File: config.mk
export PLATFORM = sky130hd
export DESIGN_NAME = odo_sbox_small_seq
export DESIGN_NICKNAME = d
export VERILOG_FILES = /design/src/rtl/odo_sbox_small_seq.sv
export SDC_FILE = /design/constraint.sdc
export NUM_CORES = 1
export LEC_CHECK = 0
export CAP_MARGIN = 5
export CORE_MARGIN = 5
export CORE_UTILIZATION = 53
export DETAILED_ROUTE_END_ITERATION = 7
export PLACE_DENSITY = 0.94
export SLEW_MARGIN = 20
export SYNTH_ARGS = -nofsm -noshare
export SYNTH_HDL_FRONTEND = slang
export SYNTH_SLANG_ARGS = --single-unit
export TNS_END_PERCENT = 30
File: constraint.sdc
create_clock -name clk -period 4.26 [get_ports clk]
set_clock_uncertainty 0.1 [all_clocks]
set_input_delay 1.065 -clock clk [delete_from_list [all_inputs] [get_ports clk]]
set_output_delay 1.065 -clock clk [all_outputs]
set_load 0.01 [all_outputs]
File: src/rtl/odo_sbox_small_seq.sv
// Sequential substitution of NFIELD 6-bit fields through one shared, externally
// registered 6-bit sbox. Fields are issued one per cycle and captured one cycle later.
module odo_sbox_small_seq #(
    parameter int unsigned NFIELD = 4,
    parameter int unsigned CNTW   = 16
) (
    input  logic                  clk,
    input  logic                  rst_n,
    input  logic                  in_valid,
    output logic                  in_ready,
    input  logic [6*NFIELD-1:0]   in_data,
    output logic [5:0]            sbox_in,
    input  logic [5:0]            sbox_out,
    output logic                  out_valid,
    input  logic                  out_ready,
    output logic [6*NFIELD-1:0]   out_data,
    output logic [CNTW-1:0]       words_done
);

    localparam int unsigned IW = (NFIELD > 1) ? $clog2(NFIELD) : 1;
    localparam int unsigned W  = 6 * NFIELD;

    typedef enum logic [1:0] {StIdle, StIssue, StDrain, StHold} state_e;

    state_e          state_q, state_d;
    logic [IW-1:0]   idx_q, idx_d;
    logic [IW-1:0]   cap_idx_q, cap_idx_d;
    logic            cap_en_q, cap_en_d;
    logic [W-1:0]    word_q, word_d;
    logic [W-1:0]    res_q, res_d;
    logic [5:0]      sbox_in_q, sbox_in_d;
    logic [CNTW-1:0] cnt_q, cnt_d;

    logic            last_issue;
    logic [IW-1:0]   idx_inc;
    logic [5:0]      next_field;

    always_comb begin
        idx_inc    = idx_q + IW'(1);
        last_issue = (idx_q == IW'(NFIELD - 1));
        next_field = '0;
        for (int i = 0; i < NFIELD; i++) begin
            if (idx_inc == IW'(i)) next_field = word_q[6*i +: 6];
        end
    end

    // Capture lags issue by one cycle: cap_idx_q names the field whose sbox result
    // is on sbox_out this cycle.
    always_comb begin
        res_d = res_q;
        if (cap_en_q) begin
            for (int i = 0; i < NFIELD; i++) begin
                if (cap_idx_q == IW'(i)) res_d[6*i +: 6] = sbox_out;
            end
        end
    end

    always_comb begin
        state_d   = state_q;
        idx_d     = idx_q;
        word_d    = word_q;
        sbox_in_d = 6'h00;
        cap_en_d  = 1'b0;
        cap_idx_d = cap_idx_q;
        cnt_d     = cnt_q;
        unique case (state_q)
            StIdle: begin
                if (in_valid) begin
                    state_d   = StIssue;
                    idx_d     = '0;
                    word_d    = in_data;
                    sbox_in_d = in_data[5:0];
                end
            end
            StIssue: begin
                cap_en_d  = 1'b1;
                cap_idx_d = idx_q;
                if (last_issue) begin
                    state_d = StDrain;
                end else begin
                    idx_d     = idx_inc;
                    sbox_in_d = next_field;
                end
            end
            StDrain: begin
                state_d = StHold;
            end
            StHold: begin
                if (out_ready) begin
                    state_d = StIdle;
                    cnt_d   = cnt_q + CNTW'(1);
                end
            end
            default: state_d = StIdle;
        endcase
    end

    always_ff @(posedge clk or negedge rst_n) begin
        if (!rst_n) begin
            state_q   <= StIdle;
            idx_q     <= '0;
            cap_idx_q <= '0;
            cap_en_q  <= 1'b0;
            word_q    <= '0;
            res_q     <= '0;
            sbox_in_q <= 6'h00;
            cnt_q     <= '0;
        end else begin
            state_q   <= state_d;
            idx_q     <= idx_d;
            cap_idx_q <= cap_idx_d;
            cap_en_q  <= cap_en_d;
            word_q    <= word_d;
            res_q     <= res_d;
            sbox_in_q <= sbox_in_d;
            cnt_q     <= cnt_d;
        end
    end

    assign in_ready   = (state_q == StIdle);
    assign out_valid  = (state_q == StHold);
    assign out_data   = res_q;
    assign sbox_in    = sbox_in_q;
    assign words_done = cnt_q;

endmodule

======== After elaboration in Yosys (flattened, before gate mapping) ========
Index checks and enable logic that the tools add are counted.
storage, ports and cells
  ROM bits ................................ 0
  memories ................................ 0
  RAM bits ................................ 0
  output and inout port bits .............. 48
  flip-flop bits (word level) ............. 77
  logic and storage cells ................. 54
  latch bits .............................. 0
operators by class
  multipliers ............................. 0
  $add $sub $neg .......................... 2
  reduce and logical (&&, ||, !) cells .... 12
  shift operators ......................... 0
  div/mod/pow operators ................... 0
  mux-type cells .......................... 15
  equality and inequality tests ........... 14
  bitwise operators ....................... 0
  magnitude comparators ................... 0
operator list
  operator               number
  $mux 6                 6
  $add 16x1->16 const B  1
  $eq 2x2->1 const B     7
  $pmux 6 s2             1
  $reduce_and 2->1       6
  $mux 2                 5
  $pmux 2 s4             1
  $eq 2x1->1 const B     3
  $logic_not 2->1        3
  $ne 2x2->1 const B     3
  $reduce_and 3->1       2
  $pmux 2 s2             1
  $add 2x1->2 const B    1
  $ne 2x1->1 const B     1
  $reduce_bool 2->1      1
  $mux 1                 1

======== Logic depth before layout (Yosys ltp) ========
Gate-level depths: netlist (run 1).
  word-level depth ........................ 8
  mapped depth ............................ 7
  depth with buffers taken out ............ 6

======== Worst setup path before layout (run 1) ========
Ideal clock, no wire load.
  kind .................................... in2reg
  start ................................... input out_ready
  end ..................................... register cnt_q[13] (netlist: words_done[13])
  cell stages on the path ................. 4
  slack ................................... 2308 ps
  arrival ................................. 1726 ps
  data required time ...................... 4035 ps
  setup time .............................. 125 ps
  path through ............................ and4_1 and4_1 nand4_1 xnor2_1
on the way
  longest elaborated chain between the ends .. 1
RTL lines
  item                        RTL line  RTL
  from (decl)                 15        input logic out_ready,
  $reduce_and 2->1 (no line)  n/a
  to (signal assigned)        116       cnt_q <= cnt_d;
  to (decl)                   32        logic [CNTW-1:0] cnt_q, cnt_d;
No other way between the ends.
A chain may end at the register's enable or synchronous reset.

======== Final worst setup path (run 1) ========
  start ................................... register state_q[0]
  end ..................................... output in_ready
on the way
  longest elaborated chain between the ends .. 1
RTL lines
  item                    RTL line  RTL
  from (decl)             25        state_e state_q, state_d;
  from (signal assigned)  100       state_q <= StIdle;
  from (signal assigned)  109       state_q <= state_d;
  $logic_not 2->1         120       assign in_ready = (state_q == StIdle);
  to (decl)               10        output logic in_ready,
No other way between the ends.

==> reports/results.tsv, run 1 <==
metric	value	unit
viasPerCell	5.40	
drt-wirelength-per-cell	16.5	um
rsz0062_at_grt	no	
fp-row-count	28	
worstPathMaxFanout	6	
start_kind	flop	
max_slew_margin	37.9	%
irDropWorstVdd	0.377	mV
drt-pass1-iter-count	5	
synth-seq-cells	77	
grt_overflow	0	
fp.dieH	88.7	um
initial_utilization	55.1	%
grt_max_degree	78	
slew_viol_final	0	
max_freq	348	MHz
worstMarginPinSlew	0.931	ns
grt_pass1_vias	2470	
fin_tns_setup	0	ns
ys_seq_area_share	58.7	%
drcViolationCount	0	
place_congestion	0.887	
drive_gt1_share	13.1	%
total_power	2960	uW
fin_util	72.9	%
p_leak	0.00199	uW
drt-initial-drc-count	165	
crit_type	reg2out	
synth_nets	329	
cp.buffers_inverters	2	
cts_tree	yes	
cp_data_arrival_time	1.71	ns
maxCapViolCount	0	
finalCriticalPeriod	2.87	ns
cts_buffer_depth	2	
grt_antenna_before_repair	0	
via_count	2432	
clock-sinks	77	
io_pins	82	
detail-route-antenna-nets	0	
status	finished clean	
syn_area_per_cell	11.5	um2
totalWireLength	7.42	mm
finalHoldViolations	0	
cts_root_buffer	clkbuf_8	
ys.warnings.count	0	
setup_viol	0	
synth_area	3280	um2
cp_top_family	buffers and inverters	
dieArea	7870	um2
antennaDiodeCount	0	
cpMaxStageDelayCell	clkdlybuf4s50_1	
end_kind	output pin	
numCtsBuffers	9	
cts.repair.resized	0	
area_growth	32.2	%
holdBufCountCts	0	
grt_pass1_wl	12.1	mm
nets	414	
power_density	682	nW/um2
hold_class	reg2reg	
die_width	88.7	um
worstSkewPairLatency	0.34	ns
grtUsageTotal	20.3	%
postPlaceCellArea	4150	um2
period_share	67.4	%
cp_slowest_stage_delay	0.58	ns
h-tree-depth	3	
final_area	4340	um2
post_cts.repair.setup_buffers	0	
synth_cell_types	30	
core	5960	um2
dp_hpwl	5.33	mm
path_cells	inv_1 -> ha_1 -> clkdlybuf4s50_1	
clkTransAtPathRegs	0.08	ns
syn-instance-count	285	
required	3.09	ns
portBuffers	81	
## synth_stat cells
cell / count / area [um2]
nand2_1: 89 / 334
dfrtp_1: 77 / 1930
mux2_2: 28 / 315
ha_1: 10 / 125
xnor2_1: 10 / 87.6
o21ai_0: 9 / 45.0
a221o_1: 6 / 60.1
inv_1: 6 / 22.5
o221ai_1: 6 / 52.6
nand3_1: 5 / 25.0
xor2_1: 5 / 43.8
and3_1: 4 / 25.0
buf_2: 3 / 15.0
clkbuf_1: 3 / 11.3
a22o_1: 2 / 17.5
and4_1: 2 / 17.5
and4_4: 2 / 22.5
nand2b_1: 2 / 12.5
nand3b_1: 2 / 15.0
nand4_1: 2 / 12.5
nor2_1: 2 / 7.51
nor2b_1: 2 / 12.5
and2_1: 1 / 6.26
buf_6: 1 / 11.3
nand3_2: 1 / 10.0
nor3_2: 1 / 10.0
nor3b_2: 1 / 12.5
o21ai_2: 1 / 8.76
o32a_1: 1 / 10.0
or2_0: 1 / 6.26
## layout by cell type, fill, tap and decap left out
master | netlist | routed
o21ai_0 | 9 | 9
a22o_1 | 2 | 2
buf_4 | 0 | 1
clkinv_2 | 0 | 2
inv_1 | 6 | 6
nor2_1 | 2 | 2
xnor2_1 | 10 | 10
nor2b_1 | 2 | 2
nand3_1 | 5 | 5
nor3_2 | 1 | 1
a221o_1 | 6 | 6
bufinv_16 | 0 | 1
nand2_1 | 89 | 89
clkbuf_1 | 3 | 2
and2_1 | 1 | 1
dfrtp_1 | 77 | 77
nand2b_1 | 2 | 2
nor3b_2 | 1 | 1
o32a_1 | 1 | 1
mux2_2 | 28 | 28
or2_0 | 1 | 1
nand4_1 | 2 | 2
clkdlybuf4s50_1 | 0 | 80
and4_1 | 2 | 2
clkbuf_8 | 0 | 10
o21ai_2 | 1 | 1
clkinvlp_4 | 0 | 1
xor2_1 | 5 | 5
nand3b_1 | 2 | 2
and3_1 | 4 | 4
ha_1 | 10 | 10
o221ai_1 | 6 | 6
and4_4 | 2 | 2
nand3_2 | 1 | 1
## stage by stage
step / setup WS [ns] / hold WS, ns / cells
after CTS: 1.37 / 0.375 / 450
after global placement: 1.63 / 0.357 / 434
after floorplan: 2.31 / 0.340 / 285
after detailed placement: 1.55 / 0.357 / 434
final: 1.39 / 0.373 / 450
after global routing: 1.29 / 0.398 / 450
## kinds of logic after synthesis
kind of cell             count (synthesis)  synth area share [%]
AND/OR/NAND/NOR                        117                  16.1
XOR/XNOR                                15                  4.00
AO/OA/AOI/OAI                           25                  5.91
buffers and inverters                   13                  1.83
multiplexers                            28                  9.61
adder cells (fa/ha/maj)                 10                  3.81
flip-flops                              77                  58.7
## report_power, final
| part | internal (uW) | switching, uW | total (uW) |
|---|---|---|---|
| Clock | 285 | 248 | 533 |
| Sequential | 1040 | 211 | 1250 |
| Combinational | 646 | 535 | 1180 |
| Total | 1970 | 993 | 2960 |
## sequential cells by signal (all words and copies together), names as in the netlist
register / cells
cap_en_q: 1
out_data: 24
cap_idx_q: 2
idx_q: 2
word_q: 24
sbox_in: 6
words_done: 16
state_q: 2
## worst paths after layout
check                           start             to  slack [ns]  cells after the start
min in group asynchronous       rst_n      word_q[5]        0.77                      1
min reg2reg                word_q[16]     word_q[16]        0.37                      2
min                        word_q[16]     word_q[16]        0.37                      2
max in group asynchronous       rst_n  words_done[0]        2.70                      1
max                        state_q[0]       in_ready        1.39                      3
max reg2reg                  idx_q[0]     sbox_in[2]        2.23                      6
## layer usage
| metal | vias to the layer above | wire length, um | GRT usage, % |
|---|---|---|---|
| met2 | 81 | 3660 | 32.0 |
| li1 | 1141 | - | - |
| met5 | - | 0 | 0 |
| met1 | 1192 | 3140 | 26.9 |
| met3 | 18 | 399 | 2.98 |
| met4 | 0 | 220 | 11.4 |
## layout make-up
| type | instances | area, um2 |
|---|---|---|
| Clock buffer | 12 | 145 |
| Clock inverter | 4 | 47.5 |
| Fill cell | 408 | 1620 |
| Inverter | 6 | 22.5 |
| Multi-Input combinational cell | 195 | 1290 |
| Sequential cell | 77 | 1930 |
| Tap cell | 75 | 93.8 |
| Timing Repair Buffer | 81 | 808 |
## tightest hold or removal path, delay by kind of cell (launching register included)
family           cells  cell delay [ns]
DFF                  1             0.34
and+or+nand+nor      2             0.11
(Power assumes the default switching activity.)
==> run 2: changes to the inputs <==
--- a/config.mk
+++ b/config.mk
@@ -7,9 +7,9 @@
 export LEC_CHECK = 0
 export CAP_MARGIN = 5
 export CORE_MARGIN = 5
-export CORE_UTILIZATION = 53
+export CORE_UTILIZATION = 44
 export DETAILED_ROUTE_END_ITERATION = 7
-export PLACE_DENSITY = 0.94
+export PLACE_DENSITY = 0.85
 export SLEW_MARGIN = 20
 export SYNTH_ARGS = -nofsm -noshare
 export SYNTH_HDL_FRONTEND = slang
==> constraint.sdc (replaced) <==
create_clock -name clk -period 2.3 [get_ports clk]
set_clock_uncertainty 0.1 [all_clocks]
set_input_delay 0.575 -clock clk [delete_from_list [all_inputs] [get_ports clk]]
set_output_delay 0.575 -clock clk [all_outputs]
set_load 0.01 [all_outputs]
==> reports/results.tsv, run 2 (synthesis results as in run 1) <==
metric	value	unit	change
h-tree-depth	3		unchanged
portBuffers	81		unchanged
p_leak	0.00205	uW	+3.0%
io_pins	82		unchanged
clkTransAtPathRegs	0.08	ns	about the same
initial_utilization	45.2	%	-9.9 points
grt_pass1_wl	12.1	mm	+0.17%
maxCapViolCount	0		unchanged
dieArea	9290	um2	+18%
layout_common_cells	nand2_1 (89), clkdlybuf4s50_1 (79), dfrtp_1 (77)		
max_slew_margin	65.9	%	+28 points
cp_data_arrival_time	1.53	ns	-0.18 ns
grtUsageTotal	16.9	%	-3.4 points
end_kind	output pin		
fin_util	61.9	%	-11 points
irDropWorstVdd	0.545	mV	+44%
grt_max_degree	53		-32%
drt-initial-drc-count	95		-42%
required	1.62	ns	-1.47 ns
finalHoldViolations	0		unchanged
grt_pass1_vias	2500		+1.2%
period_share	95.9	%	
dp_slack	0.204	ns	-1.35 ns
drive_gt1_share	14.8	%	+1.7 points
place_congestion	0.838		-5.5%
totalWireLength	7.24	mm	-2.5%
fp-row-count	31		+11%
dr.max_layer_used	met4		
slew_viol_final	0		unchanged
max_freq	453	MHz	
post_cts.repair.setup_buffers	0		unchanged
dp_hpwl	5.29	mm	-0.64%
worstSkewPairLatency	0.34	ns	about the same
nets	417		+0.72%
setup_viol	0		unchanged
hold_class	in2async		
drt-wirelength-per-cell	15.2	um	-8.0%
holdBufCountCts	0		unchanged
register_area	1930	um2	unchanged
route.met2.wl	3.55	mm	-3.0%
start_kind	flop		
clock-sinks	77		unchanged
crit_type	reg2out		
n_fill_cell	585		+43%
worstMarginPinSlew	0.509	ns	-0.422 ns
core	7250	um2	+22%
rsz0062_at_grt	no		
cts_tree	yes		
worstPathMaxFanout	5		-1
numCtsBuffers	9		unchanged
cts_root_buffer	clkbuf_8		
finalCriticalPeriod	2.21	ns	
final_area	4490	um2	+3.4%
wl_met3	465	um	+17%
rr_worst_depth	6		unchanged
detail-route-antenna-nets	0		unchanged
grt_antenna_before_repair	0		unchanged
multi_input_area	1300	um2	+0.39%
viasPerCell	5.00		-7.4%
die_width	96.4	um	+8.7%
status	finished clean		
postPlaceCellArea	4210	um2	+1.6%
via_count	2386		-1.9%
fin_tns_setup	0	ns	unchanged
fin_ws	0.0938	ns	-1.30 ns
fp.dieH	96.4	um	+8.7%
drt-pass1-iter-count	4		-1
grt_overflow	0		unchanged
cts_buffer_depth	2		unchanged
drcViolationCount	0		unchanged
met1_length	3.12	mm	-0.51%
power_density	1300	nW/um2	+91%
final_common_cell	nand2_1		
area_growth	36.7	%	
antennaDiodeCount	0		unchanged
## run 2: worst max-delay path: stages, from the launching register on
cell	delay [ns]
dfrtp_1	0.41
ha_2	0.24
clkdlybuf4s50_1	0.55
## run 2: through the flow
step	cells	total power, uW	hold slack (ns)
2_1_floorplan	285	3460	0.179
3_3_place_gp	461	4400	0.356
3_5_place_dp	461	4520	0.366
4_1_cts	477	5890	0.0294
5_1_grt	477	6240	0.0464
6_report	477	5840	0.0353
## run 2: area by class of cell
cell class                 instances  area share [%]
multi-input combinational        195            29.0
timing repair buffer              84            18.8
sequential                        77            42.9
tap                               99            2.76
clock inverter                     6            2.98
inverter                           6           0.502
clock buffer                      10            3.07
## run 2: report_power, final
part	leakage [uW]	total [uW]	switching [uW]	internal (uW)
registers	0.000965	2290	376	1920
logic	0.000950	2190	981	1210
clock network	0.000136	1350	490	861
total	0.00205	5840	1850	3990
## run 2: what timing repair did
action / 4_1_cts / 5_1_grt
endpoints found under the setup margin: 1 / 1
resized for setup: 2 / 1
endpoints found under the hold margin: 0 / 0
## run 2: final timing paths
kind / start / to / slack [ns]
max: state_q[0] / out_valid / 0.09
min: rst_n / out_data[0] / 0.04
max reg2reg: idx_q[0] / sbox_in[2] / 0.31
min reg2reg: words_done[15] / words_done[15] / 0.38
max in group asynchronous: rst_n / words_done[2] / 1.48
min in group clk: words_done[15] / words_done[15] / 0.38
## run 2: layer usage
metal / vias to the layer above / global-route usage (%)
met3: 8 / 3.75
li1: 1144 / -
met2: 72 / 27.5
met4: 0 / 5.96
met1: 1162 / 22.3
met5: - / 0
